<file path="src/rtl/bus_region_router_if.sv">
// Bus bundle between the CPU data port, the region router and the peripherals.
// The slave modport is the router's view; master is the CPU/peripheral side.
interface bus_region_router_if #(
    parameter int N_REGIONS = 9
);
    logic                      i_req;
    logic [31:0]               i_addr;
    logic                      i_we;
    logic [31:0]               i_wdata;
    logic                      o_done;
    logic                      o_err;
    logic [31:0]               o_rdata;
    logic [N_REGIONS-1:0]      o_sel;
    logic [31:0]               o_addr;
    logic                      o_we;
    logic [31:0]               o_wdata;
    logic [N_REGIONS-1:0]      i_slave_done;
    logic [32*N_REGIONS-1:0]   i_slave_rdata;

    modport slave (
        input  i_req, i_addr, i_we, i_wdata, i_slave_done, i_slave_rdata,
        output o_done, o_err, o_rdata, o_sel, o_addr, o_we, o_wdata
    );

    modport master (
        output i_req, i_addr, i_we, i_wdata, i_slave_done, i_slave_rdata,
        input  o_done, o_err, o_rdata, o_sel, o_addr, o_we, o_wdata
    );
endinterface

</file>
<file path="src/rtl/bus_region_router.sv">
// Registered base/mask address decoder and single-outstanding-transaction router.
// Define BUS_TIMEOUT_EN to add an ACCESS-state watchdog that errors out hung slaves.
module bus_region_router #(
    parameter int                      N_REGIONS      = 9,
    parameter logic [32*N_REGIONS-1:0] REGION_BASE    = {N_REGIONS{32'h0}},
    parameter logic [32*N_REGIONS-1:0] REGION_MASK    = {N_REGIONS{32'hF000_0000}},
    parameter logic [N_REGIONS-1:0]    REGION_EN      = {N_REGIONS{1'b1}},
    parameter int                      TIMEOUT_CYCLES = 255
) (
    input  logic                i_clk,
    input  logic                i_rst_n,
    bus_region_router_if.slave  bus
);

    generate
        if (TIMEOUT_CYCLES < 1 || TIMEOUT_CYCLES > 65535) begin : g_bad_timeout
            $error("TIMEOUT_CYCLES must be in 1..65535");
        end
    endgenerate

    typedef enum logic [1:0] {
        S_IDLE   = 2'd0,
        S_ACCESS = 2'd1,
        S_RESP   = 2'd2
    } state_t;

    state_t               state_q, state_d;
    logic [N_REGIONS-1:0] sel_q, sel_d;
    logic [31:0]          addr_q, addr_d;
    logic                 we_q, we_d;
    logic [31:0]          wdata_q, wdata_d;
    logic                 done_q, done_d;
    logic                 err_q, err_d;
    logic [31:0]          rdata_q, rdata_d;

    logic [N_REGIONS-1:0] hit_sel;
    logic                 hit;
    logic                 sel_done;
    logic [31:0]          rdata_sel;

`ifdef BUS_TIMEOUT_EN
    localparam logic [15:0] TO_LIM = 16'(TIMEOUT_CYCLES - 1);
    logic [15:0] cnt_q, cnt_d;
`endif

    // Descending scan so the lowest matching index overwrites any higher one.
    always_comb begin
        hit_sel = '0;
        hit     = 1'b0;
        for (int k = N_REGIONS - 1; k >= 0; k--) begin
            if (REGION_EN[k] &&
                ((bus.i_addr & REGION_MASK[32*k +: 32]) ==
                 (REGION_BASE[32*k +: 32] & REGION_MASK[32*k +: 32]))) begin
                hit_sel    = '0;
                hit_sel[k] = 1'b1;
                hit        = 1'b1;
            end
        end
    end

    // sel_q is one-hot, so an OR of the gated slices is the read-data mux.
    always_comb begin
        rdata_sel = '0;
        for (int k = 0; k < N_REGIONS; k++) begin
            if (sel_q[k]) rdata_sel = rdata_sel | bus.i_slave_rdata[32*k +: 32];
        end
    end

    assign sel_done = |(bus.i_slave_done & sel_q);

    always_comb begin
        state_d = state_q;
        sel_d   = sel_q;
        addr_d  = addr_q;
        we_d    = we_q;
        wdata_d = wdata_q;
        done_d  = 1'b0;
        err_d   = 1'b0;
        rdata_d = '0;
`ifdef BUS_TIMEOUT_EN
        cnt_d   = cnt_q;
`endif
        case (state_q)
            S_IDLE: begin
                if (bus.i_req) begin
                    if (hit) begin
                        state_d = S_ACCESS;
                        sel_d   = hit_sel;
                        addr_d  = bus.i_addr;
                        we_d    = bus.i_we;
                        wdata_d = bus.i_wdata;
`ifdef BUS_TIMEOUT_EN
                        cnt_d   = '0;
`endif
                    end else begin
                        state_d = S_RESP;
                        done_d  = 1'b1;
                        err_d   = 1'b1;
                    end
                end
            end
            S_ACCESS: begin
                // A selected done wins over a watchdog expiry in the same cycle.
                if (sel_done) begin
                    state_d = S_RESP;
                    sel_d   = '0;
                    done_d  = 1'b1;
                    rdata_d = we_q ? 32'h0 : rdata_sel;
                end
`ifdef BUS_TIMEOUT_EN
                else if (cnt_q == TO_LIM) begin
                    state_d = S_RESP;
                    sel_d   = '0;
                    done_d  = 1'b1;
                    err_d   = 1'b1;
                end else begin
                    cnt_d   = cnt_q + 16'd1;
                end
`endif
            end
            S_RESP: begin
                state_d = S_IDLE;
            end
            default: begin
                state_d = S_IDLE;
                sel_d   = '0;
            end
        endcase
    end

    always_ff @(posedge i_clk) begin
        if (!i_rst_n) begin
            state_q <= S_IDLE;
            sel_q   <= '0;
            addr_q  <= '0;
            we_q    <= 1'b0;
            wdata_q <= '0;
            done_q  <= 1'b0;
            err_q   <= 1'b0;
            rdata_q <= '0;
`ifdef BUS_TIMEOUT_EN
            cnt_q   <= '0;
`endif
        end else begin
            state_q <= state_d;
            sel_q   <= sel_d;
            addr_q  <= addr_d;
            we_q    <= we_d;
            wdata_q <= wdata_d;
            done_q  <= done_d;
            err_q   <= err_d;
            rdata_q <= rdata_d;
`ifdef BUS_TIMEOUT_EN
            cnt_q   <= cnt_d;
`endif
        end
    end

    assign bus.o_sel   = sel_q;
    assign bus.o_addr  = addr_q;
    assign bus.o_we    = we_q;
    assign bus.o_wdata = wdata_q;
    assign bus.o_done  = done_q;
    assign bus.o_err   = err_q;
    assign bus.o_rdata = rdata_q;

endmodule

</file>
<file path="src/flat_wrapper.sv">
// flat-port wrapper written by rule: the top's interface ports become plain ports
module bus_region_router_flat 
#(
    parameter int                      N_REGIONS      = 9,
    parameter logic [32*N_REGIONS-1:0] REGION_BASE    = {N_REGIONS{32'h0}},
    parameter logic [32*N_REGIONS-1:0] REGION_MASK    = {N_REGIONS{32'hF000_0000}},
    parameter logic [N_REGIONS-1:0]    REGION_EN      = {N_REGIONS{1'b1}},
    parameter int                      TIMEOUT_CYCLES = 255
)
  (i_clk, i_rst_n, bus_i_req, bus_i_addr, bus_i_we, bus_i_wdata, bus_i_slave_done, bus_i_slave_rdata, bus_o_done, bus_o_err, bus_o_rdata, bus_o_sel, bus_o_addr, bus_o_we, bus_o_wdata);
  bus_region_router_if #(.N_REGIONS(N_REGIONS)) bus_i ();
  input  logic i_clk;
  input  logic i_rst_n;
  input wire logic [$bits(bus_i.i_req)-1:0] bus_i_req;
  input wire logic [$bits(bus_i.i_addr)-1:0] bus_i_addr;
  input wire logic [$bits(bus_i.i_we)-1:0] bus_i_we;
  input wire logic [$bits(bus_i.i_wdata)-1:0] bus_i_wdata;
  input wire logic [$bits(bus_i.i_slave_done)-1:0] bus_i_slave_done;
  input wire logic [$bits(bus_i.i_slave_rdata)-1:0] bus_i_slave_rdata;
  output wire logic [$bits(bus_i.o_done)-1:0] bus_o_done;
  output wire logic [$bits(bus_i.o_err)-1:0] bus_o_err;
  output wire logic [$bits(bus_i.o_rdata)-1:0] bus_o_rdata;
  output wire logic [$bits(bus_i.o_sel)-1:0] bus_o_sel;
  output wire logic [$bits(bus_i.o_addr)-1:0] bus_o_addr;
  output wire logic [$bits(bus_i.o_we)-1:0] bus_o_we;
  output wire logic [$bits(bus_i.o_wdata)-1:0] bus_o_wdata;
  assign bus_i.i_req = bus_i_req;
  assign bus_i.i_addr = bus_i_addr;
  assign bus_i.i_we = bus_i_we;
  assign bus_i.i_wdata = bus_i_wdata;
  assign bus_i.i_slave_done = bus_i_slave_done;
  assign bus_i.i_slave_rdata = bus_i_slave_rdata;
  assign bus_o_done = bus_i.o_done;
  assign bus_o_err = bus_i.o_err;
  assign bus_o_rdata = bus_i.o_rdata;
  assign bus_o_sel = bus_i.o_sel;
  assign bus_o_addr = bus_i.o_addr;
  assign bus_o_we = bus_i.o_we;
  assign bus_o_wdata = bus_i.o_wdata;
  bus_region_router #(.N_REGIONS(N_REGIONS), .REGION_BASE(REGION_BASE), .REGION_MASK(REGION_MASK), .REGION_EN(REGION_EN), .TIMEOUT_CYCLES(TIMEOUT_CYCLES)) u_core (.i_clk(i_clk), .i_rst_n(i_rst_n), .bus(bus_i));
endmodule
</file>
<file path="config.mk">
export PLATFORM = sky130hd
export DESIGN_NAME = bus_region_router_flat
export DESIGN_NICKNAME = d
export VERILOG_FILES = /design/src/rtl/bus_region_router_if.sv /design/src/rtl/bus_region_router.sv /design/src/flat_wrapper.sv
export SDC_FILE = /design/constraint.sdc
export NUM_CORES = 1
export LEC_CHECK = 0
export ABC_AREA = 1
export CAP_MARGIN = 20
export CORE_AREA = 2 2 182 184
export CTS_CLUSTER_DIAMETER = 120
export DETAILED_ROUTE_END_ITERATION = 12
export DIE_AREA = 0 0 184 186
export PLACE_DENSITY = 0.53
export REMOVE_ABC_BUFFERS = 1
export SLEW_MARGIN = 10
export SYNTH_ARGS = -nofsm -noshare
export SYNTH_HDL_FRONTEND = slang
export SYNTH_SLANG_ARGS = --single-unit
</file>
<file path="constraint.sdc">
create_clock -name i_clk -period 1.39 [get_ports i_clk]
set_input_delay 0.139 -clock i_clk [delete_from_list [all_inputs] [get_ports i_clk]]
set_output_delay 0.139 -clock i_clk [all_outputs]
set_load 0.1 [all_outputs]
</file>
==> metrics.yaml <==
status: "complete, no violations"
min_delay_path_depth: 3
yosysMostFrequentCell: "nor2_1"
fill_cells: 3448
finalPower_mw: 6.591
drc: 0
layout_setup_ws_ns: 0.09777
worstPathCellList: "nor2_4 > nand2_2 > nor2_4 > inv_2 > buf_12 > nor2_1 > nor2_1"
leakage_nw: 3.051
syn2layout_area_growth_pct: 109.2
drt_pass1_iterations: 4
ys_warn_count: 0
synth_cells: 419
crit_arrival_ns: 1.55
reg2reg_from: "u_core.state_q[0]"
drive_gt1_frac: 0.2276
detailed_place_hpwl_um: 11010
hold_violations: 0
die_x_um: 184
cts.clk_slew.worst_paths_ns: 0.08
row_count: 66
synth.avg_cell_area_sq_um: 8.307
io_buffers: 200
hp-start: "i_rst_n"
core_area_sq_um: 32210
slew_violations: 0
initial_core_util: 0.1081
wirelength_um: 13960
startpoint: "u_core.state_q[0]"
overflow: 0
ir_drop_mv: 0.5079
fin_crit_ns: 1.292
die_y_um: 186
reg2reg_slack_ns: 0.1
synth-seq-area-share: 0.5866
synth_top_area_frac: 0.5866
cts_tree: "built"
grt_pass1_wl_um: 20490
grt_usage: 0.08342
drt_iter0_drc: 60
fin_tns_setup_ns: 0
reg2reg_to: "u_core.bus.o_wdata[18]"
cts_hold_buf: 0
io_pins: 473
finalCritPeriodShare: 0.9297
slowest_stage: "dfxtp_1"
min_path_type: "in2reg"
fp.dieArea_sq_um: 34220
powerDensity_nw_per_um2: 905.1
ys_seq_elements: 102
drv_cap: 0
timing.fmax_ghz: 0.7739
viasPerCell: 3.185
htree_levels: 3
worstPathRequired_ns: 1.65
ff2ff_path_depth: 7
cp_top_family: "simple AND/OR/NAND/NOR gates"
grt_pass1_vias: 3356
layout.nets: 984
dp_slack_ns: -0.3262
slowest_delay_ns: 0.35
critPathMaxFanout: 20
dr_total_vias: 3300
cts_root_buffer: "clkbuf_16"
synth_edf_count: 0
crit_buf_inv: 2
setup_viol: 0
clock_path_buffers: 2
finalClockSkew_ns: 0.006775
path_class: "reg2reg"
clock_latency_ns: 0.36
async_flop_share: 0
cp.depth: 7
synth.distinct_cells: 20
postLayoutCellArea_sq_um: 7282
utilization: 0.2261
synthTopCellsByArea: "dfxtp_1 (59%), nor2_1 (18%), o21ai_1 (6.5%)"
grt_max_degree: 67
syn_area_sq_um: 3481
startpoint_type: "flip-flop"
gp_congestion: 0.6911
cts_sinks: 102
antenna_found_initial: 4
wl_per_cell_um: 13.48
cts_buffers: 9
min_to: "u_core.state_q[0]"
ys.flop_type: "dfxtp_1"
worstSetupEndpointType: "flip-flop"
drtAntennaViolNets: 0
synth_common_cells: "nor2_1 (163), dfxtp_1 (102), o21ai_1 (45)"
synth_top_area_cell: "dfxtp_1"
rsz0062_at_grt: "yes"
place_area_sq_um: 6942
-- worst reg2reg max path, cell delays in order, from the launching register on --
cell     delay [ns]
dfxtp_1        0.35
nor2_4         0.11
nand2_2        0.07
nor2_4         0.16
inv_2          0.11
buf_12         0.17
nor2_1         0.16
nor2_1         0.06
-- power breakdown --
group          switching [mW]  internal [mW]  leakage [nW]
Clock                    1.26           1.30         0.139
Combinational           0.572          0.453          2.09
Sequential             0.0434           2.96         0.824
Total                    1.88           4.71          3.05
-- cells in the final DEF, fill, tap and decap left out, drive strengths merged --
master	synthesis	final
or2	2	2
inv	38	40
nor3	2	2
diode	0	4
a21oi	1	1
clkbuf	5	10
buf	26	114
nor2	165	165
clkinvlp	0	2
o21ai	61	61
clkdlybuf4s50	0	99
dfxtp	102	102
clkinv	0	2
nand2	16	16
conb	1	8
-- repair_timing --
item	CTS	global route
gates resized for setup	3	6
buffers inserted	0	1
pin swaps	1	1
hold endpoints to repair	0	0
endpoints found under the setup margin	4	59
-- metrics by stage --
stage,hold WS (ns),std cells
2_1_floorplan,0.2475,395
3_3_place_gp,0.4587,1016
3_5_place_dp,0.4632,1016
4_1_cts,0.1313,1032
5_1_grt,0.1884,1032
6_report,0.1926,1036
-- worst max-delay path by stage --
stage | to | slack [ns]
global route | u_core.bus.o_addr[8] | -0.03
global placement | u_core.bus.o_wdata[1] | -0.32
detailed placement | u_core.bus.o_wdata[1] | -0.33
floorplan | u_core.bus.o_we | -0.80
CTS | u_core.bus.o_wdata[1] | 0.007
finish | u_core.bus.o_wdata[18] | 0.1
-- cell type report --
class	instances	area, sq um	area share
Clock inverter	6	55.05	0.007560
Sequential cell	102	2042	0.2804
Inverter	38	142.6	0.01959
Clock buffer	10	239.0	0.03282
Tap cell	408	510.5	0.07010
Timing Repair Buffer	213	3183	0.4371
Multi-Input combinational cell	255	1100	0.1510
Antenna cell	4	10.01	0.001375
-- registers in the layout, indices dropped and copies added, names as in the netlist --
name,cells
u_core.bus.o_addr,32
u_core.bus.o_rdata,32
u_core.bus.o_wdata,32
u_core.state_q,2
u_core.bus.o_done,1
u_core.bus.o_err,1
u_core.bus.o_sel,1
u_core.bus.o_we,1
-- logic make-up after synthesis --
logic type	Yosys count	share of synthesized area
and+or+nand+nor	185	0.2067
DFF	102	0.5866
buffers and inverters	69	0.1154
AOI/OAI and AO/OA	62	0.09022
other	1	0.001077
-- metal layers --
layer  routed length [um]  vias to the layer above  GRT usage  share of wire
li1                     -                     1665          -              -
met1                 5643                     1443    0.09188           0.40
met2                 5726                      175     0.1214           0.41
met3                 2421                       15    0.06887           0.17
met4                  156                        2    0.02208          0.011
met5                   13                        -          0        0.00093
No activity file was read; power rests on OpenSTA's default activity.
